`config.mk`:
```
export PLATFORM = sky130hd
export DESIGN_NAME = grid_tracer_flat
export DESIGN_NICKNAME = d
export VERILOG_FILES = /design/src/rtl/grid_tracer_if.sv /design/src/rtl/grid_tracer.sv /design/src/flat_wrapper.sv
export SDC_FILE = /design/constraint.sdc
export NUM_CORES = 1
export LEC_CHECK = 0
export CAP_MARGIN = 0
export CORE_ASPECT_RATIO = 0.5
export CORE_UTILIZATION = 30
export CTS_BUF_LIST = sky130_fd_sc_hd__clkbuf_4 sky130_fd_sc_hd__clkbuf_8
export CTS_CLUSTER_DIAMETER = 40
export CTS_CLUSTER_SIZE = 25
export DETAILED_ROUTE_END_ITERATION = 8
export HOLD_SLACK_MARGIN = 0.1
export REMOVE_ABC_BUFFERS = 1
export SLEW_MARGIN = 20
export SYNTH_ARGS = -nofsm -noshare
export SYNTH_HDL_FRONTEND = slang
export SYNTH_SLANG_ARGS = --single-unit
```
`constraint.sdc`:
```
create_clock -name clk -period 6 [get_ports clk]
set_clock_uncertainty 0.05 [all_clocks]
set_input_delay 1.8 -clock clk [delete_from_list [all_inputs] [get_ports clk]]
set_output_delay 1.8 -clock clk [all_outputs]
set_load 0.05 [all_outputs]
```
`src/rtl/grid_tracer_if.sv`:
```
// rtl/grid_tracer_if.sv - signal bundle between the grid tracer and its VGA/sensor environment
// Inputs to the tracer:  clear, row[8:0], col[9:0], ir_in[N-1:0], R, S, G, H
// Outputs of the tracer: color_in_box, box_color[7:0], traced[N-1:0],
//                        traced_count[clog2(N+1)-1:0], new_trace,
//                        trace_idx[clog2(N)-1:0], all_traced
// master = environment side (drives inputs), slave = tracer side.
interface grid_tracer_if #(
  parameter int GRID_ROWS = 4,
  parameter int GRID_COLS = 4
);
  localparam int N     = GRID_ROWS * GRID_COLS;
  localparam int CNT_W = $clog2(N + 1);
  localparam int IDX_W = (N > 1) ? $clog2(N) : 1;

  logic             clear;
  logic [8:0]       row;
  logic [9:0]       col;
  logic [N-1:0]     ir_in;
  logic             R;
  logic             S;
  logic             G;
  logic             H;
  logic             color_in_box;
  logic [7:0]       box_color;
  logic [N-1:0]     traced;
  logic [CNT_W-1:0] traced_count;
  logic             new_trace;
  logic [IDX_W-1:0] trace_idx;
  logic             all_traced;

  modport master (
    output clear, row, col, ir_in, R, S, G, H,
    input  color_in_box, box_color, traced, traced_count, new_trace, trace_idx, all_traced
  );

  modport slave (
    input  clear, row, col, ir_in, R, S, G, H,
    output color_in_box, box_color, traced, traced_count, new_trace, trace_idx, all_traced
  );
endinterface

```
`src/rtl/grid_tracer.sv`:
```
// rtl/grid_tracer.sv - grid box mapper, IR debouncer, traced-box memory and progress FSM
// Ports:
//   clk     system clock
//   resetn  synchronous active-low reset
//   bus     grid_tracer_if.slave: clear, pixel row/col, ir_in, house selects in;
//           highlight flag, house colour, traced flags/count, new_trace/trace_idx,
//           all_traced out
module grid_tracer #(
  parameter int GRID_ROWS  = 4,
  parameter int GRID_COLS  = 4,
  parameter int BOX_SIZE   = 100,
  parameter int ORIGIN_ROW = 40,
  parameter int ORIGIN_COL = 120,
  parameter int DEBOUNCE   = 4
) (
  input  logic          clk,
  input  logic          resetn,
  grid_tracer_if.slave  bus
);
  localparam int N     = GRID_ROWS * GRID_COLS;
  localparam int CNT_W = $clog2(N + 1);
  localparam int IDX_W = (N > 1) ? $clog2(N) : 1;
  localparam int DW    = $clog2(DEBOUNCE + 1);

  localparam logic [DW-1:0] DEB_MAX  = DW'(DEBOUNCE);
  localparam logic [DW-1:0] DEB_LAST = DW'(DEBOUNCE - 1);

  typedef enum logic [1:0] {
    S_IDLE     = 2'd0,
    S_TRACING  = 2'd1,
    S_COMPLETE = 2'd2
  } state_t;

  state_t state_q;
  state_t state_d;

  logic [DW-1:0]    deb_q [N];
  logic [N-1:0]     traced_q;
  logic [N-1:0]     traced_d;
  logic [N-1:0]     qual;
  logic [CNT_W-1:0] count_q;
  logic [CNT_W-1:0] count_d;
  logic [IDX_W-1:0] idx_q;
  logic [IDX_W-1:0] idx_d;
  logic             new_trace_q;
  logic             hl_q;
  logic             hl_d;
  logic [7:0]       color_q;
  logic [7:0]       color_d;
  logic             all_traced;
  logic             frozen;
  logic             any_qual;
  logic             all_set;

  // ---------------- pixel mapping ----------------
  logic [10:0]          row11;
  logic [10:0]          col11;
  logic [GRID_ROWS-1:0] in_row;
  logic [GRID_COLS-1:0] in_col;
  logic [N-1:0]         in_box;
  logic                 in_grid;

  assign row11 = {2'b00, bus.row};
  assign col11 = {1'b0, bus.col};

  // A single wrapping subtract-and-compare checks both bounds: pixels below
  // the lower bound wrap to a large value and fail the < BOX_SIZE test.
  for (genvar gr = 0; gr < GRID_ROWS; gr++) begin : g_row
    localparam logic [10:0] LO = 11'(ORIGIN_ROW + gr * BOX_SIZE);
    logic [10:0] off;
    assign off        = row11 - LO;
    assign in_row[gr] = off < 11'(BOX_SIZE);
  end

  for (genvar gc = 0; gc < GRID_COLS; gc++) begin : g_col
    localparam logic [10:0] LO = 11'(ORIGIN_COL + gc * BOX_SIZE);
    logic [10:0] off;
    assign off        = col11 - LO;
    assign in_col[gc] = off < 11'(BOX_SIZE);
  end

  for (genvar br = 0; br < GRID_ROWS; br++) begin : g_box_r
    for (genvar bc = 0; bc < GRID_COLS; bc++) begin : g_box_c
      assign in_box[br * GRID_COLS + bc] = in_row[br] & in_col[bc];
    end
  end

  assign in_grid = (|in_row) & (|in_col);

  // ---------------- qualification ----------------
  assign frozen = (state_q == S_COMPLETE);

  always_comb begin
    qual = '0;
    for (int k = 0; k < N; k++) begin
      qual[k] = bus.ir_in[k] && (deb_q[k] == DEB_LAST) && !traced_q[k] && !frozen;
    end
  end

  assign traced_d = traced_q | qual;
  assign any_qual = |qual;
  assign all_set  = &traced_d;

  always_comb begin
    count_d = '0;
    for (int k = 0; k < N; k++) begin
      count_d = count_d + CNT_W'(traced_d[k]);
    end
  end

  // Scan downward so the lowest qualifying index wins.
  always_comb begin
    idx_d = '0;
    for (int k = N - 1; k >= 0; k--) begin
      if (qual[k]) idx_d = IDX_W'(k);
    end
  end

  // ---------------- FSM ----------------
  always_ff @(posedge clk) begin
    if (!resetn) state_q <= S_IDLE;
    else         state_q <= state_d;
  end

  always_comb begin
    state_d = state_q;
    case (state_q)
      S_IDLE:     if (any_qual) state_d = all_set ? S_COMPLETE : S_TRACING;
      S_TRACING:  if (all_set)  state_d = S_COMPLETE;
      S_COMPLETE: state_d = S_COMPLETE;
      default:    state_d = S_IDLE;
    endcase
    if (bus.clear) state_d = S_IDLE;
  end

  always_comb begin
    all_traced = (state_q == S_COMPLETE);
  end

  // ---------------- datapath registers ----------------
  always_comb begin
    if (frozen) hl_d = in_grid;
    else        hl_d = |(in_box & (traced_q | bus.ir_in));
  end

  always_ff @(posedge clk) begin
    if (!resetn || bus.clear) begin
      for (int k = 0; k < N; k++) deb_q[k] <= '0;
      traced_q    <= '0;
      count_q     <= '0;
      idx_q       <= '0;
      new_trace_q <= 1'b0;
      hl_q        <= 1'b0;
    end else begin
      if (!frozen) begin
        for (int k = 0; k < N; k++) begin
          if (!bus.ir_in[k])           deb_q[k] <= '0;
          else if (deb_q[k] != DEB_MAX) deb_q[k] <= deb_q[k] + DW'(1);
        end
      end
      traced_q    <= traced_d;
      count_q     <= count_d;
      idx_q       <= any_qual ? idx_d : '0;
      new_trace_q <= any_qual;
      hl_q        <= hl_d;
    end
  end

  // ---------------- house colour ----------------
  always_comb begin
    if (bus.R)      color_d = 8'h99;
    else if (bus.S) color_d = 8'h16;
    else if (bus.G) color_d = 8'h49;
    else if (bus.H) color_d = 8'hdc;
    else            color_d = 8'h00;
  end

  // Colour keeps tracking the house selects through a game clear.
  always_ff @(posedge clk) begin
    if (!resetn) color_q <= 8'h00;
    else         color_q <= color_d;
  end

  assign bus.color_in_box = hl_q;
  assign bus.box_color    = color_q;
  assign bus.traced       = traced_q;
  assign bus.traced_count = count_q;
  assign bus.new_trace    = new_trace_q;
  assign bus.trace_idx    = idx_q;
  assign bus.all_traced   = all_traced;
endmodule
```
`src/flat_wrapper.sv`:
```
// flat-port wrapper written by rule: the top's interface ports become plain ports
module grid_tracer_flat 
#(
  parameter int GRID_ROWS  = 4,
  parameter int GRID_COLS  = 4,
  parameter int BOX_SIZE   = 100,
  parameter int ORIGIN_ROW = 40,
  parameter int ORIGIN_COL = 120,
  parameter int DEBOUNCE   = 4
)
  (clk, resetn, bus_clear, bus_row, bus_col, bus_ir_in, bus_R, bus_S, bus_G, bus_H, bus_color_in_box, bus_box_color, bus_traced, bus_traced_count, bus_new_trace, bus_trace_idx, bus_all_traced);
  grid_tracer_if #(.GRID_ROWS(GRID_ROWS), .GRID_COLS(GRID_COLS)) bus_i ();
  input  logic clk;
  input  logic resetn;
  input wire logic [$bits(bus_i.clear)-1:0] bus_clear;
  input wire logic [$bits(bus_i.row)-1:0] bus_row;
  input wire logic [$bits(bus_i.col)-1:0] bus_col;
  input wire logic [$bits(bus_i.ir_in)-1:0] bus_ir_in;
  input wire logic [$bits(bus_i.R)-1:0] bus_R;
  input wire logic [$bits(bus_i.S)-1:0] bus_S;
  input wire logic [$bits(bus_i.G)-1:0] bus_G;
  input wire logic [$bits(bus_i.H)-1:0] bus_H;
  output wire logic [$bits(bus_i.color_in_box)-1:0] bus_color_in_box;
  output wire logic [$bits(bus_i.box_color)-1:0] bus_box_color;
  output wire logic [$bits(bus_i.traced)-1:0] bus_traced;
  output wire logic [$bits(bus_i.traced_count)-1:0] bus_traced_count;
  output wire logic [$bits(bus_i.new_trace)-1:0] bus_new_trace;
  output wire logic [$bits(bus_i.trace_idx)-1:0] bus_trace_idx;
  output wire logic [$bits(bus_i.all_traced)-1:0] bus_all_traced;
  assign bus_i.clear = bus_clear;
  assign bus_i.row = bus_row;
  assign bus_i.col = bus_col;
  assign bus_i.ir_in = bus_ir_in;
  assign bus_i.R = bus_R;
  assign bus_i.S = bus_S;
  assign bus_i.G = bus_G;
  assign bus_i.H = bus_H;
  assign bus_color_in_box = bus_i.color_in_box;
  assign bus_box_color = bus_i.box_color;
  assign bus_traced = bus_i.traced;
  assign bus_traced_count = bus_i.traced_count;
  assign bus_new_trace = bus_i.new_trace;
  assign bus_trace_idx = bus_i.trace_idx;
  assign bus_all_traced = bus_i.all_traced;
  grid_tracer #(.GRID_ROWS(GRID_ROWS), .GRID_COLS(GRID_COLS), .BOX_SIZE(BOX_SIZE), .ORIGIN_ROW(ORIGIN_ROW), .ORIGIN_COL(ORIGIN_COL), .DEBOUNCE(DEBOUNCE)) u_core (.clk(clk), .resetn(resetn), .bus(bus_i));
endmodule
```
==> results of run 1 <==
[registers in the layout, indices dropped and copies added (netlist names)]
name	flops
u_core.bus.color_in_box	1
u_core.bus.traced	16
u_core.deb_q	48
u_core.bus.trace_idx	4
u_core.bus.new_trace	1
u_core.bus.traced_count	5
u_core.bus.box_color	7
u_core.state_q	2
[stage by stage]
step	power (mW)	hold slack, ns
3_3_place_gp	0.786	0.452
2_1_floorplan	0.715	0.430
6_report	1.23	0.473
4_1_cts	1.24	0.480
3_5_place_dp	0.790	0.468
5_1_grt	1.28	0.519
[synth_stat cells, types with 10 or more instances]
| cell type | instances | area share |
|---|---|---|
| nand3_1 | 24 | 0.021 |
| ha_1 | 70 | 0.15 |
| fa_1 | 10 | 0.035 |
| edfxtp_1 | 48 | 0.25 |
| and3_1 | 21 | 0.023 |
| nor3_1 | 15 | 0.013 |
| clkbuf_1 | 11 | 0.0072 |
| and2_1 | 10 | 0.011 |
| o21ai_0 | 25 | 0.022 |
| nor2_1 | 103 | 0.067 |
| a21oi_1 | 17 | 0.015 |
| inv_1 | 95 | 0.062 |
| nand2b_1 | 10 | 0.011 |
| dfxtp_1 | 36 | 0.12 |
| nand2_1 | 38 | 0.025 |
[critical path: cells and delay by family]
| kind | cells | cell delay [ns] |
|---|---|---|
| buf+inv | 5 | 0.69 |
| simple gates | 3 | 0.34 |
| fa+ha+maj | 7 | 2.99 |
[worst paths after layout]
| path | cells past startpoint | to | slack, ns | from |
|---|---|---|---|---|
| worst max-delay path | 15 | u_core.bus.traced_count[1] | 0.38 | bus_ir_in[0] |
| worst min-delay path | 2 | u_core.state_q[0] | 0.47 | u_core.state_q[0] |
| worst max register to register | 16 | u_core.bus.traced_count[1] | 1.42 | u_core.deb_q[0][0] |
| worst min register to register | 2 | u_core.state_q[0] | 0.47 | u_core.state_q[0] |
[layout make-up]
| cell class | count | area [um^2] |
|---|---|---|
| Multi-Input combinational cell | 454 | 3150 |
| Clock inverter | 5 | 78.8 |
| Clock buffer | 11 | 139 |
| Inverter | 99 | 372 |
| Timing Repair Buffer | 87 | 833 |
| Tap cell | 259 | 324 |
| Sequential cell | 84 | 2160 |
| Fill cell | 1875 | 11600 |
[cells by family (layout without fill, tap and decap cells)]
group	after synthesis	count (layout)	synth area share
multiplexers	1	1	0.00195
adder cells (fa/ha/maj)	80	80	0.186
AND/OR/NAND/NOR	252	252	0.209
flip-flops	84	84	0.375
AO/OA/AOI/OAI	107	107	0.127
buffers and inverters	118	202	0.0800
XOR/XNOR	13	13	0.0197
other	1	1	0.000650
[report_power, final]
group          internal (mW)  switching (mW)  total, mW
registers              0.612         0.00535      0.617
clock network          0.243           0.212      0.455
logic                 0.0678          0.0916      0.159
[per-layer routing]
metal,part of all wire,vias to the layer above
li1,-,2382
met1,0.48,2215
met2,0.48,68
met3,0.030,10
met4,0.0068,0
met5,0,-
==> reports/metrics.yaml, run 1 <==
htreeDepth: 3
grt_max_degree: 30
power_leakage_nw: 2.94
use_met3: 0.0228
rsz0062_at_grt: "false"
placed_area_mm2: 0.00684
routed_wirelength_um: 13500
die_w_um: 198
port_buffers: 72
layout-drive-gt1-share: 0.0541
slew_headroom: 0.285
max_freq_ghz: 0.178
clk_pin_slew_ns: 0.08
initial_core_util: 0.310
routed_via_density: 4.68
worstSetupEndpointType: "flip-flop"
placed_cells: 983
synthToLayoutAreaGrowth_pct: 22.3
grt-ovfl-total: 0
grt.busiest_layer: "met2"
arrival_ns: 5.84
fin_tns_setup_ns: 0
drtPass1Iterations: 4
cap_viol_max_count: 0
setup_violations: 0
final_cell_mix: "nor2_1 (102), inv_1 (95), clkdlybuf4s50_1 (72)"
fin_crit_sh: 0.937
cts_hold_repair.buffers: 0
grt_pass1_vias: 4550
path_max_fanout: 2
synth_warnings: 0
cts_buffer_depth: 2
instances_no_fill: 999
mostFrequentLayoutCell: "nor2_1"
setup_ws_ns: 0.377
synthArstFlopShare: 0
postLayoutCoreUtil: 0.379
cts_tree: "built"
hold_viol_final: 0
die_h_um: 100
synthDistinctLibCells: 62
fin_crit_ns: 5.62
antenna_left: 0
nets: 857
powerDensity_mw_per_mm2: 175
slowest_delay_ns: 0.53
ctsResizeCount: 0
synth-edff-count: 48
tightest_slew_ns: 1.06
crit_chain: "clkdlybuf4s50_1, nand3_1, nand2b_1, ha_1, inv_1, fa_1, inv_1, fa_1, fa_1, inv_1, fa_1, fa_1, inv_1, fa_1, and2_1"
grt_pass1_wl_um: 22300
avgSynthCellArea_um2: 8.80
num_rows: 35
grt.met1_usage: 0.188
crit_required_ns: 6.22
ys_seq_area_frac: 0.375
n_antenna_cell: 0
critPathLaunchType: "input pin"
cts_buffers: 9
die_area_mm2: 0.0198
vias: 4675
hold_class: "reg -> reg"
drcViolationCount: 0
postLayoutCellArea_mm2: 0.00706
post-place-ws_ns: -0.0329
criticalPathCategory: "in -> reg"
grt.total_usage: 0.142
grt_use_met2: 0.242
status: "finished, final reports clean"
drv_slew: 0
coreArea_mm2: 0.0186
cts-root-buf: "clkbuf_8"
worst_path_max_delay_cell: "fa_1"
wire_per_inst_um: 13.5
hpwlAfterDp_um: 10500
ir_drop_mv: 0.109
dr.first_iter.drc_count: 366
syn_inst: 656
cts_setup_buffers: 0
ys.flop_type: "edfxtp_1"
ys_seq_elements: 84
cts_sinks: 84
grt_antenna_before_repair: 0
crit_top_cell: "fa_1"
clkLatencyLatePin_ns: 0.37
place_congestion: 0.827
synth.cell_area_mm2: 0.00577
ioPinCount: 78
Power figures use the tool's default switching activity.
==> run 2, diff against run 1 <==
Settings changed: CTS_BUF_LIST sky130_fd_sc_hd__clkbuf_4 sky130_fd_sc_hd__clkbuf_8 to sky130_fd_sc_hd__clkbuf_8.
==> run 2 against run 1 <==
Compared with the run above:
- the flow now finishes with violations (design-rule violations)
- non-clock buffer count did not move
- global-route usage did not move
- clock-buffer cell count is 2 lower
- combinational power about the same
- critical path type unchanged
- largest cell class unchanged
==> reports/metrics.yaml, run 2 (synthesized netlist as in run 1, its figures left out) <==
wire_per_inst_um: 13.5  # -0.15%
violations: "design-rule violations"
fin_tns_setup_ns: 0  # unchanged
hpwlAfterDp_um: 10500  # unchanged
ff2ff_path_depth: 16  # unchanged
rsz0062_at_grt: "false"
critPathLaunchType: "input pin"
worst_path_max_delay_cell: "fa_1"
clkLatencyLatePin_ns: 0.37  # about the same
mostFrequentLayoutCell: "nor2_1"
synthToLayoutAreaGrowth_pct: 22.2
fin_crit_sh: 0.937  # about the same
seq_power_share: 0.508  # +0.007
cap_viol_max_count: 0  # unchanged
placed_cells: 983  # unchanged
dr.first_iter.drc_count: 360  # -1.6%
r2r-end: "u_core.bus.traced_count[1]"
num_rows: 35  # unchanged
p_clk_frac: 0.362  # -0.007
arrival_ns: 5.84  # about the same
slew_headroom: 0.324  # +0.0397
grt_max_degree: 30  # unchanged
grt.total_usage: 0.142  # unchanged
status: "complete, but fails checks"
r2r-start: "u_core.deb_q[0][3]"
hold_class: "reg -> reg"
drtPass1Iterations: 7  # +3
grt_pass1_vias: 4552  # +0.044%
r2r_setup_slack_ns: 1.42  # about the same
nets: 857  # unchanged
tightest_slew_ns: 0.998  # -0.0586 ns
initial_core_util: 0.310  # unchanged
cts_buffers: 9  # unchanged
hold_viol_final: 0  # unchanged
instances_no_fill: 999  # unchanged
largest_register_ffs: 48  # unchanged
cts_hold_repair.buffers: 0  # unchanged
grt_antenna_before_repair: 0  # unchanged
cts_buffer_depth: 2  # unchanged
cts_sinks: 84  # unchanged
drcViolationCount: 1  # +1
power_leakage_nw: 2.94  # about the same
final_cell_mix: "nor2_1 (102), inv_1 (97), clkdlybuf4s50_1 (72)"
combinationalPowerShare: 0.131  # +0.002
grt-ovfl-total: 0  # unchanged
crit_buf_inv: 5  # unchanged
p_sw_frac: 0.251  # +0.000758
die_area_mm2: 0.0198  # unchanged
port_buffers: 72  # unchanged
crit_chain: "clkdlybuf4s50_1, nand3_1, nand2b_1, ha_1, inv_1, fa_1, inv_1, fa_1, fa_1, inv_1, fa_1, fa_1, inv_1, fa_1, and2_1"
post-place-ws_ns: -0.0329  # unchanged
max_freq_ghz: 0.178  # about the same
setup_ws_ns: 0.379  # +0.00176 ns
powerDensity_mw_per_mm2: 173  # -1.2%
place_congestion: 0.827  # unchanged
grt_pass1_wl_um: 22300  # about the same
crit_end: "u_core.bus.traced_count[1]"
cts-root-buf: "clkbuf_8"
slowest_delay_ns: 0.53  # about the same
clk_pin_slew_ns: 0.08  # about the same
drv_slew: 0  # unchanged
vias: 4661  # -0.30%
crit_required_ns: 6.22  # about the same
ir_drop_mv: 0.109  # about the same
cts_setup_buffers: 0  # unchanged
routed_wirelength_um: 13400  # -0.15%
p_sw_uw: 306  # -0.96%
worstSetupEndpointType: "flip-flop"
antenna_left: 0  # unchanged
setup_violations: 0  # unchanged
postLayoutCoreUtil: 0.379  # -0.000403
fin_crit_ns: 5.62  # -0.00176 ns
die_w_um: 198  # unchanged
htreeDepth: 3  # unchanged
ioPinCount: 78  # unchanged
p_int_uw: 911  # -1.4%
fin_total_pwr_mw: 1.22  # -1.3%
layout-drive-gt1-share: 0.0514  # -0.00270
path_delay_family: "adder cells"
path_max_fanout: 2  # unchanged
routed_via_density: 4.67  # -0.30%
cts_tree: "built"
coreArea_mm2: 0.0186  # unchanged
crit_top_cell: "fa_1"
crit_start: "bus_ir_in[0]"
n_antenna_cell: 0  # unchanged
ctsResizeCount: 0  # unchanged
die_h_um: 100  # unchanged
top_register: "u_core.deb_q"
criticalPathCategory: "in -> reg"
cp.depth: 15  # unchanged
[run 2: worst min path at each step]
stage	slack [ns]	endpoint	cells past startpoint	from
finish	0.47	u_core.state_q[0]	2	u_core.state_q[0]
CTS	0.48	u_core.state_q[0]	2	u_core.state_q[0]
detailed placement	0.47	u_core.state_q[0]	2	u_core.state_q[0]
global route	0.52	u_core.state_q[0]	2	u_core.state_q[0]
global placement	0.45	u_core.state_q[0]	2	u_core.state_q[0]
floorplan	0.43	u_core.state_q[0]	2	u_core.state_q[0]
[run 2: layer usage]
layer	vias to the layer above	wire, um	global-route usage
met5	-	0	0
met1	2193	6400	0.187
met4	0	91	0.0394
li1	2386	-	-
met2	74	6530	0.242
met3	8	422	0.0228
[run 2: cell type report]
type	instances	area, um^2
tap	259	324
sequential	84	2160
fill	1878	11600
clock inverter	7	86.3
inverter	99	372
clock buffer	9	124
timing repair buffer	87	833
multi-input combinational	454	3150
[run 2: metrics by stage]
step	hold slack (ns)	cell area, um^2
2_1_floorplan	0.430	5680
3_3_place_gp	0.452	6840
3_5_place_dp	0.468	6840
4_1_cts	0.480	7050
5_1_grt	0.519	7050
6_report	0.473	7050
[run 2: worst min-delay path, delay by kind of cell, from the launching register on]
| kind | cells | cell delay (ns) |
|---|---|---|
| AOI/OAI and AO/OA | 1 | 0.05 |
| DFF | 1 | 0.35 |
| and+or+nand+nor | 1 | 0.08 |
[run 2: power by group through the flow]
stage	logic (mW)	clock network (mW)	registers, mW
finish	0.159	0.440	0.617
global placement	0.155	0	0.630
global route	0.176	0.476	0.619
floorplan	0.0751	0	0.640
CTS	0.160	0.451	0.618
detailed placement	0.159	0	0.631
==> run 3, diff against run 2 <==
Settings changed: CAP_MARGIN 0 to 25, CORE_UTILIZATION 30 to 55, PLACE_DENSITY set to 0.8.
==> run 3 against run 2 <==
Compared with the run above:
- the run now ends clean
- combinational power barely moved
- clock-buffer cell count stayed put
- utilization is 32 points higher
- wire length shrank 4.6%
- critical path depth unchanged
- largest power group unchanged
- register-to-register slack worse by 0.31 ns
- first-iteration DRC count decreased by 7.2%
- highest routed layer unchanged
- global-route usage up 10 points
- cell count is 12% lower
- critical path type unchanged
- worst hold slack improved by 0.0083 ns
==> reports/metrics.yaml, run 3 (synthesized netlist as in run 1, its figures left out) <==
cts_hold_repair.buffers: 0  # unchanged
drtPass1Iterations: 7  # unchanged
postLayoutCellArea_mm2: 0.00688  # -2.4%
slowest_delay_ns: 0.53  # about the same
die_area_mm2: 0.0109  # -45%
place_congestion: 0.867  # +4.8%
drv_slew: 0  # unchanged
htreeDepth: 3  # unchanged
fin_crit_ns: 5.70  # +0.0771 ns
powerDensity_mw_per_mm2: 172  # -0.16%
ioPinCount: 78  # unchanged
arrival_ns: 5.91  # +0.07 ns
die_h_um: 74.4  # -26%
fin_crit_sh: 0.950  # +0.0129
multi_input_area_mm2: 0.00315  # about the same
setup_violations: 0  # unchanged
cts_setup_buffers: 0  # unchanged
p_clk_frac: 0.344  # -0.018
grt.total_usage: 0.246  # +0.104
final_cell_mix: "nor2_1 (103), inv_1 (95), clkdlybuf4s50_1 (72)"
cts_buffer_depth: 2  # unchanged
ctsResizeCount: 0  # unchanged
hp-start: "u_core.state_q[0]"
hold_viol_final: 0  # unchanged
clkLatencyLatePin_ns: 0.36  # about the same
p_sw_frac: 0.261  # +0.0101
mostFrequentLayoutCell: "nor2_1"
power_leakage_nw: 2.92  # -0.62%
largest_register_ffs: 48  # unchanged
status: "finished, final reports clean"
grt_pass1_wl_um: 21100  # -5.3%
r2r-start: "u_core.state_q[0]"
ff_latch_area_mm2: 0.00216  # unchanged
slew_headroom: 0.482  # +0.158
cap_viol_max_count: 0  # unchanged
p_int_uw: 876  # -3.8%
grt_antenna_before_repair: 0  # unchanged
placed_area_mm2: 0.00668  # -2.3%
synthToLayoutAreaGrowth_pct: 19.3
cts-root-buf: "clkbuf_8"
layout-drive-gt1-share: 0.0514  # unchanged
clk_pin_slew_ns: 0.09  # about the same
rsz0062_at_grt: "false"
crit_start: "bus_ir_in[0]"
seq_power_share: 0.521  # +0.013
postLayoutCoreUtil: 0.701  # +0.322
ir_drop_mv: 0.114  # +5.0%
hold_class: "reg -> reg"
routed_via_density: 5.51  # +18%
die_w_um: 147  # -26%
initial_core_util: 0.588  # +0.278
antenna_left: 0  # unchanged
nets: 857  # unchanged
max_freq_ghz: 0.175  # -1.4%
dr.first_iter.drc_count: 334  # -7.2%
drcViolationCount: 0  # -1
hpwlAfterDp_um: 9990  # -5.2%
num_rows: 25  # -29%
routed_wirelength_um: 12800  # -4.6%
vias: 4821  # +3.4%
n_antenna_cell: 0  # unchanged
cts_sinks: 84  # unchanged
fin_tns_setup_ns: 0  # unchanged
path_max_fanout: 2  # unchanged
fillers: 790  # -58%
grt_max_degree: 31  # +3.3%
tightest_slew_ns: 0.774  # -0.224 ns
grt-ovfl-total: 0  # unchanged
cts_buffers: 9  # unchanged
port_buffers: 72  # unchanged
crit_required_ns: 6.22  # about the same
critPathLaunchType: "input pin"
combinationalPowerShare: 0.136  # +0.005
top_register: "u_core.deb_q"
crit_top_cell: "fa_1"
crit_chain: "clkdlybuf4s50_1, nand3_1, nand2b_1, ha_1, inv_1, fa_1, inv_1, fa_1, fa_1, inv_1, fa_1, fa_1, inv_1, fa_1, and2_1"
cts_tree: "built"
wire_per_inst_um: 14.7  # +8.9%
p_sw_uw: 310  # +1.4%
grt_pass1_vias: 4552  # unchanged
worstSetupEndpointType: "flip-flop"
coreArea_mm2: 0.00982  # -47%
worst_path_max_delay_cell: "fa_1"
criticalPathCategory: "in -> reg"
run 3: cell count changes in the layout (fill, tap and decap cells not counted):
cell / previous run / this run
bufinv_16: 2 / 1
inv_1: 97 / 95
clkinvlp_4: 0 / 1
clkinv_4: 1 / 3
inv_6: 0 / 1
clkinv_1: 0 / 1
nor2_2: 1 / 0
nor2_1: 102 / 103
clkinv_2: 2 / 0
run 3: power by group through the flow:
stage	sequential, mW	clock, mW	combinational, mW
after global placement	0.630	0	0.154
after floorplan	0.640	0	0.0751
after detailed placement	0.631	0	0.159
after CTS	0.617	0.413	0.160
final	0.617	0.408	0.161
after global routing	0.619	0.437	0.177
run 3: layout make-up:
type                       instances  share of cell area
sequential                        84               0.314
clock inverter                     7              0.0111
inverter                          99              0.0540
clock buffer                       9              0.0180
multi-input combinational        454               0.457
tap                              135              0.0245
timing repair buffer              87               0.121
run 3: critical path: cells and delay by family:
| family | cells | cell delay [ns] |
|---|---|---|
| adder cells (fa/ha/maj) | 7 | 3.05 |
| buffers and inverters | 5 | 0.70 |
| AND/OR/NAND/NOR | 3 | 0.36 |
run 3: metrics by stage:
| stage | power (mW) | setup WS (ns) | hold WS [ns] | instances |
|---|---|---|---|---|
| global route | 1.23 | 0.137 | 0.517 | 875 |
| global placement | 0.785 | -0.0158 | 0.450 | 859 |
| finish | 1.19 | 0.302 | 0.481 | 875 |
| floorplan | 0.715 | 0.556 | 0.430 | 637 |
| detailed placement | 0.789 | -0.0648 | 0.470 | 859 |
| CTS | 1.19 | 0.311 | 0.482 | 875 |
run 3: path summary, 6_finish.rpt:
path	end	slack, ns	cells after the start
setup / recovery	u_core.bus.traced_count[1]	0.30	15
hold / removal	u_core.state_q[0]	0.48	2
setup reg to reg	u_core.bus.traced_count[1]	1.11	15
hold reg to reg	u_core.state_q[0]	0.48	2
run 3: layer usage:
metal,vias up,share of wire,track usage
met1,2278,0.45,0.323
met5,-,0,0
met3,14,0.075,0.0503
li1,2389,-,-
met4,0,0.0087,0.0567
met2,140,0.47,0.426
